==> config.mk <==
export PLATFORM = sky130hd
export DESIGN_NAME = fht_io_ctrl
export DESIGN_NICKNAME = d
export VERILOG_FILES = /design/src/rtl/fht_io_ctrl_pkg.sv /design/src/rtl/fht_io_fifo.sv /design/src/rtl/fht_io_ctrl.sv
export SDC_FILE = /design/constraint.sdc
export NUM_CORES = 1
export LEC_CHECK = 0
export CORE_UTILIZATION = 30
export DETAILED_ROUTE_END_ITERATION = 12
export HOLD_SLACK_MARGIN = 0.02
export PLACE_DENSITY_LB_ADDON = 0.15
export SLEW_MARGIN = 0
export SYNTH_ARGS = -nofsm -noshare
export SYNTH_HDL_FRONTEND = slang
export SYNTH_SLANG_ARGS = --single-unit
==> constraint.sdc <==
create_clock -name iCLK -period 3.16 [get_ports iCLK]
set_clock_uncertainty 0.1 [all_clocks]
set_input_delay 0.474 -clock iCLK [delete_from_list [all_inputs] [get_ports iCLK]]
set_output_delay 0.474 -clock iCLK [all_outputs]
set_load 0.005 [all_outputs]
==> src/rtl/fht_io_ctrl_pkg.sv <==
// Shared definitions for the FHT I/O controller and FHT control:
//   state_t  - I/O controller FSM state encoding
//   calc_n   - points per frame from the bank address width (4 banks)
//   bit_rev  - reverse the low w bits of a value (also used for coefficient
//              index reversal in fht_control)
package fht_io_ctrl_pkg;

  typedef enum logic [2:0] {
    ST_IDLE,
    ST_LOAD,
    ST_START,
    ST_ARM,
    ST_WAIT,
    ST_UNLOAD,
    ST_DRAIN
  } state_t;

  localparam int BANKS      = 4;
  localparam int FIFO_DEPTH = 4;

  function automatic int calc_n(input int a_bit);
    return BANKS << a_bit;
  endfunction

  // Bits of v above w are ignored; the result is zero above bit w-1.
  function automatic logic [31:0] bit_rev(input logic [31:0] v, input int w);
    logic [31:0] src;
    logic [31:0] res;
    src = v;
    res = '0;
    for (int i = 0; i < 32; i++) begin
      if (i < w) begin
        res = {res[30:0], src[0]};
        src = src >> 1;
      end
    end
    return res;
  endfunction

endpackage

==> src/rtl/fht_io_fifo.sv <==
// 4-entry output FIFO holding {last, data} result words.
// Ports:
//   iCLK    clock
//   iRESET  synchronous active-low reset (empties the FIFO, clears storage)
//   iPUSH   write iDATA (caller guarantees the FIFO is not full)
//   iDATA   word to store
//   iPOP    remove head word when oVALID is high
//   oDATA   head word
//   oVALID  FIFO not empty (registered)
//   oCOUNT  occupancy 0..4 (registered)
module fht_io_fifo
  import fht_io_ctrl_pkg::*;
#(
  parameter int DATA_W = 17
) (
  input  logic              iCLK,
  input  logic              iRESET,
  input  logic              iPUSH,
  input  logic [DATA_W-1:0] iDATA,
  input  logic              iPOP,
  output logic [DATA_W-1:0] oDATA,
  output logic              oVALID,
  output logic [2:0]        oCOUNT
);

  logic [DATA_W-1:0] mem [FIFO_DEPTH];
  logic [1:0]        wr_ptr;
  logic [1:0]        rd_ptr;
  logic              do_pop;
  logic [2:0]        cnt_nxt;

  assign do_pop = iPOP & oVALID;
  assign oDATA  = mem[rd_ptr];

  // Simultaneous push and pop leaves occupancy unchanged.
  always_comb begin
    cnt_nxt = oCOUNT;
    if (iPUSH && !do_pop)
      cnt_nxt = oCOUNT + 3'd1;
    else if (!iPUSH && do_pop)
      cnt_nxt = oCOUNT - 3'd1;
  end

  // Storage is cleared on reset so the data output reads zero afterwards.
  always_ff @(posedge iCLK) begin
    if (!iRESET) begin
      wr_ptr <= '0;
      rd_ptr <= '0;
      oCOUNT <= '0;
      oVALID <= 1'b0;
      for (int i = 0; i < FIFO_DEPTH; i++)
        mem[i] <= '0;
    end else begin
      if (iPUSH) begin
        mem[wr_ptr] <= iDATA;
        wr_ptr      <= wr_ptr + 2'd1;
      end
      if (do_pop)
        rd_ptr <= rd_ptr + 2'd1;
      oCOUNT <= cnt_nxt;
      oVALID <= (cnt_nxt != 3'd0);
    end
  end

endmodule

==> src/rtl/fht_io_ctrl.sv <==
// FHT I/O controller: loads a frame of N samples into four banks in
// bit-reversed order, starts the FHT, then streams the result back out in
// natural order through a 4-entry FIFO.
// Ports:
//   iCLK, iRESET                 clock, synchronous active-low reset
//   iIN_VALID/oIN_READY/iIN_DATA input sample stream (natural order)
//   oOUT_VALID/iOUT_READY        result stream handshake
//   oOUT_DATA/oOUT_LAST          result word, marks index N-1
//   oSTART/iRDY                  start pulse to / ready from FHT control
//   iRES_B                       result lives in bank set B
//   oWE/oADDR_WR/oDATA_WR        bank write port (one-hot bank enable)
//   oADDR_RD/oSEL_B              bank read address and set select
//   iDATA_RD_0..3                bank read data, two cycles after issue
//   oBUSY                        high whenever not idle
module fht_io_ctrl
  import fht_io_ctrl_pkg::*;
#(
  parameter int A_BIT = 8,
  parameter int D_BIT = 16
) (
  input  logic             iCLK,
  input  logic             iRESET,
  input  logic             iIN_VALID,
  output logic             oIN_READY,
  input  logic [D_BIT-1:0] iIN_DATA,
  output logic             oOUT_VALID,
  input  logic             iOUT_READY,
  output logic [D_BIT-1:0] oOUT_DATA,
  output logic             oOUT_LAST,
  output logic             oSTART,
  input  logic             iRDY,
  input  logic             iRES_B,
  output logic [3:0]       oWE,
  output logic [A_BIT-1:0] oADDR_WR,
  output logic [D_BIT-1:0] oDATA_WR,
  output logic [A_BIT-1:0] oADDR_RD,
  output logic             oSEL_B,
  input  logic [D_BIT-1:0] iDATA_RD_0,
  input  logic [D_BIT-1:0] iDATA_RD_1,
  input  logic [D_BIT-1:0] iDATA_RD_2,
  input  logic [D_BIT-1:0] iDATA_RD_3,
  output logic             oBUSY
);

  localparam int N  = calc_n(A_BIT);
  localparam int KW = A_BIT + 2;
  localparam logic [KW-1:0] LAST_IDX = KW'(N - 1);

  state_t          state;
  logic [KW-1:0]   k;
  logic [KW-1:0]   j;
  logic [KW-1:0]   rev_k;

  logic            vld_p0, vld_p1;
  logic [1:0]      bank_p0, bank_p1;
  logic            last_p0, last_p1;
  logic [D_BIT-1:0] rd_mux;
  logic [2:0]      fifo_cnt;
  logic [3:0]      owned;

  assign rev_k = KW'(bit_rev(32'(k), KW));

  // Words queued plus reads in flight; a new read is issued only if its
  // word is guaranteed a FIFO slot, so the FIFO can never overflow.
  assign owned = {1'b0, fifo_cnt} + {3'b0, vld_p0} + {3'b0, vld_p1};

  always_comb begin
    rd_mux = iDATA_RD_0;
    case (bank_p1)
      2'd0: rd_mux = iDATA_RD_0;
      2'd1: rd_mux = iDATA_RD_1;
      2'd2: rd_mux = iDATA_RD_2;
      2'd3: rd_mux = iDATA_RD_3;
      default: rd_mux = iDATA_RD_0;
    endcase
  end

  // Stage p1 -> FIFO: read data for the bank recorded at issue
  fht_io_fifo #(.DATA_W(D_BIT + 1)) u_fifo (
    .iCLK   (iCLK),
    .iRESET (iRESET),
    .iPUSH  (vld_p1),
    .iDATA  ({last_p1, rd_mux}),
    .iPOP   (iOUT_READY),
    .oDATA  ({oOUT_LAST, oOUT_DATA}),
    .oVALID (oOUT_VALID),
    .oCOUNT (fifo_cnt)
  );

  always_ff @(posedge iCLK) begin
    if (!iRESET) begin
      state     <= ST_IDLE;
      k         <= '0;
      j         <= '0;
      oIN_READY <= 1'b0;
      oWE       <= '0;
      oADDR_WR  <= '0;
      oDATA_WR  <= '0;
      oSTART    <= 1'b0;
      oADDR_RD  <= '0;
      oSEL_B    <= 1'b0;
      oBUSY     <= 1'b0;
      vld_p0    <= 1'b0;
      vld_p1    <= 1'b0;
      bank_p0   <= '0;
      bank_p1   <= '0;
      last_p0   <= 1'b0;
      last_p1   <= 1'b0;
    end else begin
      oWE    <= '0;
      oSTART <= 1'b0;
      // Stage p0 -> p1: read issued last cycle moves one step along
      vld_p0  <= 1'b0;
      vld_p1  <= vld_p0;
      bank_p1 <= bank_p0;
      last_p1 <= last_p0;

      case (state)
        ST_IDLE: begin
          if (iIN_VALID && iRDY) begin
            state     <= ST_LOAD;
            oIN_READY <= 1'b1;
            oBUSY     <= 1'b1;
            k         <= '0;
          end
        end
        ST_LOAD: begin
          if (iIN_VALID) begin
            oWE      <= 4'b0001 << rev_k[1:0];
            oADDR_WR <= rev_k[KW-1:2];
            oDATA_WR <= iIN_DATA;
            k        <= k + 1'b1;
            if (k == LAST_IDX) begin
              state     <= ST_START;
              oIN_READY <= 1'b0;
              oSTART    <= 1'b1;
            end
          end
        end
        ST_START: state <= ST_ARM;
        // iRDY must drop first so a stale "done" is not mistaken for completion.
        ST_ARM: begin
          if (!iRDY)
            state <= ST_WAIT;
        end
        ST_WAIT: begin
          if (iRDY) begin
            state  <= ST_UNLOAD;
            oSEL_B <= iRES_B;
            j      <= '0;
          end
        end
        // Stage issue -> p0: natural-order read of index j
        ST_UNLOAD: begin
          if (owned < 4'd4) begin
            oADDR_RD <= j[KW-1:2];
            vld_p0   <= 1'b1;
            bank_p0  <= j[1:0];
            last_p0  <= (j == LAST_IDX);
            j        <= j + 1'b1;
            if (j == LAST_IDX)
              state <= ST_DRAIN;
          end
        end
        ST_DRAIN: begin
          if (!oOUT_VALID && !vld_p0 && !vld_p1) begin
            state  <= ST_IDLE;
            oBUSY  <= 1'b0;
            oSEL_B <= 1'b0;
          end
        end
        default: state <= ST_IDLE;
      endcase
    end
  end

endmodule

==> results of run 1 <==
[power by group through the flow]
stage | clock network (mW) | registers, mW | logic (mW)
global route | 2.31 | 2.15 | 0.672
finish | 2.17 | 2.14 | 0.611
detailed placement | 0 | 2.19 | 0.623
global placement | 0 | 2.19 | 0.615
CTS | 2.22 | 2.15 | 0.626
floorplan | 0 | 2.17 | 0.324
[sequential cells by signal, indices dropped and copies added, names as in the netlist, 2 cells and up, named ones only]
name / flops
bank_p0: 2
bank_p1: 2
j: 10
k: 10
oADDR_RD: 8
oADDR_WR: 8
oDATA_WR: 16
oWE: 4
state: 3
u_fifo.mem: 68
u_fifo.oCOUNT: 3
u_fifo.rd_ptr: 2
u_fifo.wr_ptr: 2
[worst min-delay path by stage]
stage / start / endpoint / slack, ps / cells after the start
floorplan: bank_p0[0]$_SDFFE_PN0P_ / bank_p1[0]$_SDFF_PN0_ / 320 / 1
global placement: bank_p0[0]$_SDFFE_PN0P_ / bank_p1[0]$_SDFF_PN0_ / 330 / 1
detailed placement: bank_p0[0]$_SDFFE_PN0P_ / bank_p1[0]$_SDFF_PN0_ / 330 / 1
CTS: bank_p0[0]$_SDFFE_PN0P_ / bank_p1[0]$_SDFF_PN0_ / 350 / 1
global route: bank_p0[0]$_SDFFE_PN0P_ / bank_p1[0]$_SDFF_PN0_ / 370 / 1
finish: bank_p0[0]$_SDFFE_PN0P_ / bank_p1[0]$_SDFF_PN0_ / 340 / 1
[synth_stat cells, drive strengths merged (7+ instances only)]
library cell  number  area [sq um]
nand3             13          65.1
inv               21          78.8
xor2              14           123
and2              17           108
a21boi            35           263
o21ai             12          63.8
dfxtp             81          1620
edfxtp            68          2040
buf               12          58.8
nand2            106           398
nor2              75           282
mux4              33           743
a21oi              7          35.0
clkbuf            24          90.1
nor3               7          40.0
[through the flow]
step | worst slack, ps | hold slack (ps) | std cells | util
2_1_floorplan | 977 | 324 | 592 | -
3_3_place_gp | 845 | 335 | 986 | 0.390
3_5_place_dp | 786 | 334 | 986 | 0.390
4_1_cts | 401 | 346 | 1018 | 0.420
5_1_grt | 328 | 368 | 1018 | 0.420
6_report | 450 | 343 | 1018 | 0.420
[worst register-to-register path, cell delays in order (launching register included)]
cell and delay (ps):
dfxtp_1 560, ha_1 320, a21o_4 230, a211oi_4 270
o21ai_2 150, or4_1 520, a21oi_1 140
[cell families (layout without fill, tap and decap cells)]
group / count (synthesis) / after routing
and+or+nand+nor: 252 / 252
DFF: 149 / 149
AOI/OAI and AO/OA: 75 / 75
buffers and inverters: 57 / 208
muxes: 34 / 34
xor gates and xnor gates: 20 / 20
adders and majority gates: 5 / 5
[area by class of cell]
type / count / area, sq um / area share
Multi-Input combinational cell: 386 / 2680 / 0.301
Clock buffer: 17 / 425 / 0.0477
Sequential cell: 149 / 3660 / 0.411
Timing Repair Buffer: 155 / 1520 / 0.170
Tap cell: 275 / 344 / 0.0386
Inverter: 21 / 78.8 / 0.00883
Clock inverter: 15 / 211 / 0.0237
[layer usage]
metal | vias up | global-route usage
met5 | - | 0
met4 | 0 | 0.0540
met1 | 2337 | 0.178
met3 | 21 | 0.0329
met2 | 106 | 0.263
li1 | 2358 | -
==> reports/metrics.yaml, run 1 <==
outcome:
  status: "finished, final reports clean"
synthesis:
  mappedNetlistArea_sq_um: 6570
  yosys_warnings: 0
  yosysSeqAreaShare: 0.557
  ys.flop_type: "dfxtp_1"
  postSynthAreaPerCell_sq_um: 11.1
  synth_cell_types: 52
  syn_nets: 683
  synth_compound_area_frac: 0.0849
  synth_simple_gate_area_frac: 0.172
  synth-edff-count: 68
  synth_top_family_by_area: "simple AND/OR/NAND/NOR gates"
  synth_fa_ha_area_frac: 0.00952
  synth-xor-area-share: 0.0266
  async_flop_share: 0
  ys_ff_latch: 149
  synth_cells: 592
  synth_mux_area_frac: 0.115
pwr:
  vdd_drop_max_v: 0.000380
  intPower_mw: 3.73
  pwr-share-clk: 0.441
  power_density_nw_per_um2: 552
  pwr-share-comb: 0.124
  pwr-share-seq: 0.435
  power_mw: 4.93
  switchingPower_mw: 1.19
  p_leak_nw: 3.16
  swShare: 0.242
route:
  drt_iter0_markers: 227
  postRouteAntennaNets: 0
  routed_wl_microns: 16100
  wl_met1_microns: 6930
  wl_met2_microns: 8190
  highest_layer: "met4"
  via_per_inst: 4.74
  wl_met3_microns: 707
  drc: 0
  wl_per_cell_microns: 15.8
  route.vias.total: 4822
  drt-pass1-iter-count: 4
clocking:
  cts_setup_buffers: 0
  cts.clk_slew.worst_paths_ps: 60
  clock_sinks: 149
  cts_hold_buf: 0
  clock_latency_ps: 420
  cts_resized: 0
  cts_buffers: 17
  tritoncts: "done"
  h-tree-depth: 4
  clockBufferDepth: 2
  root_buffer: "clkbuf_16"
worst_setup_path:
  cp-start-kind: "flop"
  crit_cells: 3
  r2r-start: "vld_p1$_SDFF_PN0_"
  path_buf_inv: 2
  critical_path.max_stage_delay_ps: 590
  cp-end-kind: "primary output"
  critPathTopFamily: "buffers and inverters"
  arrival_ps: 2140
  crit_end: "oOUT_DATA[6]"
  cpMaxStageDelayCell: "mux4_2"
  r2r_end: "j[8]$_SDFFE_PN0P_"
  cp.required_ps: 2590
  critPathMaxFanout: 17
  reg2reg_depth: 6
  rrSetupSlack_ps: 800
  path_cells: "buf_4 > mux4_2 > clkdlybuf4s50_1"
  critical_path_class: "flop to primary output"
global_route:
  grt_pass1_wl_microns: 25600
  overflow: 0
  grt_max_degree: 67
  grtUsageTotal: 0.150
  grt_pass1_vias: 4990
  antenna_found_initial: 0
floorplanning:
  core_area_sq_um: 21200
  dieHeight_microns: 150
  die_w_microns: 150
  die-area_sq_um: 22500
  row_count: 53
  start_util: 0.310
  num_io_pins: 144
sta:
  grt_setup_unrepaired: "no"
  tightest_slew_ps: 935
  min_period_over_period: 0.858
  setup-tns-final_ps: 0
  drv_slew: 0
  period_needed_ps: 2710
  relSlewSlack: 0.375
  setup_viol: 0
  hold_viol: 0
  max_freq_mhz: 369
finish:
  final_common_cell: "clkdlybuf4s50_1"
  area_growth_pct: 35.7
  n_antenna_cell: 0
  drive_above_1_share: 0.118
  fillerInstances: 2064
  finalNetCount: 821
  fin_area_sq_um: 8920
  final_cell_mix: "clkdlybuf4s50_1, nand2_1, dfxtp_1, nor2_1, edfxtp_1"
worst_hold_path:
  hold_class: "flop to flop"
placement:
  port_buffers: 143
  globalplace.congestion: 0.757
  place_area_sq_um: 8290
  dp_hpwl_microns: 10800
flow_run:
  cap_violations: 0
Power figures use the tool's default switching activity.
==> inputs of run 2 (changes only) <==
--- a/config.mk
+++ b/config.mk
@@ -12,4 +12,5 @@
 export SLEW_MARGIN = 0
 export SYNTH_ARGS = -nofsm -noshare
 export SYNTH_HDL_FRONTEND = slang
+export SYNTH_HIERARCHICAL = 1
 export SYNTH_SLANG_ARGS = --single-unit
==> run 2 against run 1 <==
  * Worst hold slack improved by 13 ps
  * Total power decreased by 4.6%
  * Cell count decreased by 1.5%
  * Synthesized cell count decreased by 2.9%
  * Wire length decreased by 1.5%
  * Synthesized area about the same
  * Utilization decreased by 0.28 points
  * Die area about the same
  * Maximum frequency increased by 0.53%
  * Worst setup slack improved by 14 ps
  * Combinational power decreased by 4.9%
  * Clock power decreased by 8%
  * Critical endpoint is now oOUT_DATA[5]
==> reports/metrics.yaml, run 2 <==
finish:
  area_growth_pct: 34.9
  final_util: 0.418  # -0.00277
  reg_top3: "u_fifo/mem: 68 flops, oDATA_WR: 16 flops"
  largest_reg_flops: 68  # unchanged
  fillerInstances: 2049  # -0.73%
  instances_no_fill: 1003  # -1.5%
  finalNetCount: 806  # -1.8%
  regArea_sq_um: 3660  # unchanged
  drive_above_1_share: 0.126  # +0.00793
  final_common_cell: "clkdlybuf4s50_1"
  regMostFlops: "u_fifo/mem"
  multiInputGateArea_sq_um: 2650  # -1.2%
  final_cell_mix: "clkdlybuf4s50_1, nand2_1, dfxtp_1, nor2_1, edfxtp_1"
  n_antenna_cell: 0  # unchanged
pwr:
  p_leak_nw: 3.16  # about the same
  pwr-share-clk: 0.423  # -0.018
  pwr-share-comb: 0.124  # about the same
  power_density_nw_per_um2: 530  # -3.9%
  switchingPower_mw: 1.08  # -9.7%
  vdd_drop_max_v: 0.000364  # -4.2%
  pwr-share-seq: 0.453  # +0.018
  intPower_mw: 3.62  # -2.9%
  swShare: 0.229  # -0.0130
route:
  drt_iter0_markers: 249  # +9.7%
  postRouteAntennaNets: 0  # unchanged
  drt-pass1-iter-count: 4  # unchanged
  wl_per_cell_microns: 15.8  # about the same
  routed_wl_microns: 15800  # -1.5%
  drc: 0  # unchanged
  via_per_inst: 4.70  # -0.76%
  route.vias.total: 4715  # -2.2%
synthesis:
  synth_cell_types: 64  # +23%
  async_flop_share: 0  # unchanged
  synth-edff-count: 68  # unchanged
  yosysSeqAreaShare: 0.558  # about the same
  yosys_warnings: 6  # +6
  ys_ff_latch: 149  # unchanged
  syn_nets: 666  # -2.5%
  postSynthAreaPerCell_sq_um: 11.4  # +2.9%
  synth_area_leaders: "edfxtp_1, dfxtp_1, mux4_2"
  mappedNetlistArea_sq_um: 6570  # about the same
  synth_most_common_cell: "nand2_1"
  synth_top_area_share: 0.311  # about the same
  ys.flop_type: "dfxtp_1"
  synth_cells: 575  # -2.9%
  synth_largest_area_cell: "edfxtp_1"
  netlist_top_cells_count: "nand2_1, dfxtp_1, nor2_1"
floorplanning:
  num_io_pins: 144  # unchanged
  core_area_sq_um: 21200  # unchanged
  start_util: 0.310  # about the same
  die_w_microns: 150  # about the same
  dieHeight_microns: 150  # about the same
  row_count: 53  # unchanged
  die-area_sq_um: 22500  # about the same
clocking:
  clock_sinks: 149  # unchanged
  clockBufferDepth: 2  # unchanged
  cts.clk_slew.worst_paths_ps: 60  # about the same
  root_buffer: "clkbuf_16"
  cts_setup_buffers: 0  # unchanged
  cts_hold_buf: 0  # unchanged
  cts_buffers: 17  # unchanged
  h-tree-depth: 4  # unchanged
  clock_latency_ps: 420  # about the same
  tritoncts: "done"
  cts_resized: 0  # unchanged
sta:
  relSlewSlack: 0.270  # -0.106
  tightest_slew_ps: 1100  # +161 ps
  period_needed_ps: 2700  # -14.3 ps
  setup-tns-final_ps: 0  # unchanged
  drv_slew: 0  # unchanged
  grt_setup_unrepaired: "no"
  setup_viol: 0  # unchanged
  max_freq_mhz: 371  # +0.53%
  hold_viol: 0  # unchanged
  min_period_over_period: 0.853  # -0.00451
  whs_ps: 356  # +12.8 ps
worst_setup_path:
  critPathMaxFanout: 17  # unchanged
  arrival_ps: 2120  # -20 ps
  cp-end-kind: "primary output"
  cp.required_ps: 2590  # about the same
  cpMaxStageDelayCell: "mux4_2"
  critical_path.max_stage_delay_ps: 590  # about the same
  path_cells: "buf_4 > mux4_2 > clkdlybuf4s50_1"
  cp-start-kind: "flop"
  critPathTopFamily: "buffers and inverters"
  critical_path_class: "flop to primary output"
  path_buf_inv: 2  # unchanged
global_route:
  grt_max_degree: 27  # -60%
  grtUsageTotal: 0.144  # -0.00557
  overflow: 0  # unchanged
  grt_pass1_vias: 4873  # -2.3%
  grt_pass1_wl_microns: 24800  # -3.2%
  antenna_found_initial: 0  # unchanged
outcome:
  status: "finished, final reports clean"
placement:
  dp_hpwl_microns: 10800  # -0.76%
  port_buffers: 143  # unchanged
  globalplace.congestion: 0.730  # -3.6%
  place_inst: 971  # -1.5%
worst_hold_path:
  hold_class: "flop to flop"
flow_run:
  cap_violations: 0  # unchanged
[run 2: power groups by stage]
stage	combinational [mW]	sequential (mW)	clock (mW)
2_1_floorplan	0.304	2.16	0
3_3_place_gp	0.584	2.17	0
3_5_place_dp	0.589	2.17	0
4_1_cts	0.593	2.13	2.04
5_1_grt	0.631	2.14	2.12
6_report	0.581	2.13	1.99
[run 2: logic make-up (layout without fill, tap and decap cells)]
logic type      Yosys count  in the layout  synth area share
simple gates            239            239             0.178
flops                   149            149             0.558
buf+inv                  59            212            0.0402
compound gates           57             57            0.0548
mux                      45             45             0.132
xor+xnor                 21             21            0.0280
fa+ha+maj                 5              5           0.00952
[run 2: per-stage QoR]
step,worst slack (ps),total power [mW],instance area [sq um]
6_report,464,4.70,8860
5_1_grt,362,4.89,8860
3_3_place_gp,796,2.76,8270
2_1_floorplan,754,2.46,6570
4_1_cts,404,4.76,8860
3_5_place_dp,765,2.76,8270
[run 2: final timing paths]
path	depth (start not counted)	from	slack [ps]	end
max	3	flop	460	oOUT_DATA[5]
min	2	oDATA_WR[3]$_SDFFE_PN0P_	360	oDATA_WR[3]$_SDFFE_PN0P_
max reg2reg	5	vld_p1$_SDFF_PN0_	900	bank_p0[1]$_SDFFE_PN0P_
min reg2reg	2	oDATA_WR[3]$_SDFFE_PN0P_	360	oDATA_WR[3]$_SDFFE_PN0P_
[run 2: final cells by class]
class	count	area share
clock buffer	22	0.0559
clock inverter	10	0.0106
inverter	25	0.0106
multi-input combinational	367	0.299
sequential	149	0.413
tap	275	0.0388
timing repair buffer	155	0.172
[run 2: worst reg2reg max path, cell delays in order (launching register included)]
cell and delay, ps:
dfxtp_1 590, ha_1 310, nand3_1 140, and3b_1 620, and2_1 260, a2bb2oi_1 170
[run 2: routing by layer]
metal	routed length [microns]	track usage	vias up
met2	7500	0.244	135
met3	974	0.0375	14
met4	178	0.0460	0
li1	-	-	2297
met1	7170	0.178	2269
met5	0	0	-
==> inputs of run 3 (changes only) <==
--- a/config.mk
+++ b/config.mk
@@ -12,5 +12,4 @@
 export SLEW_MARGIN = 0
 export SYNTH_ARGS = -nofsm -noshare
 export SYNTH_HDL_FRONTEND = slang
-export SYNTH_HIERARCHICAL = 1
 export SYNTH_SLANG_ARGS = --single-unit
==> results of run 3 <==
The final DEF is identical to that of run 1; final timing and power are the same.
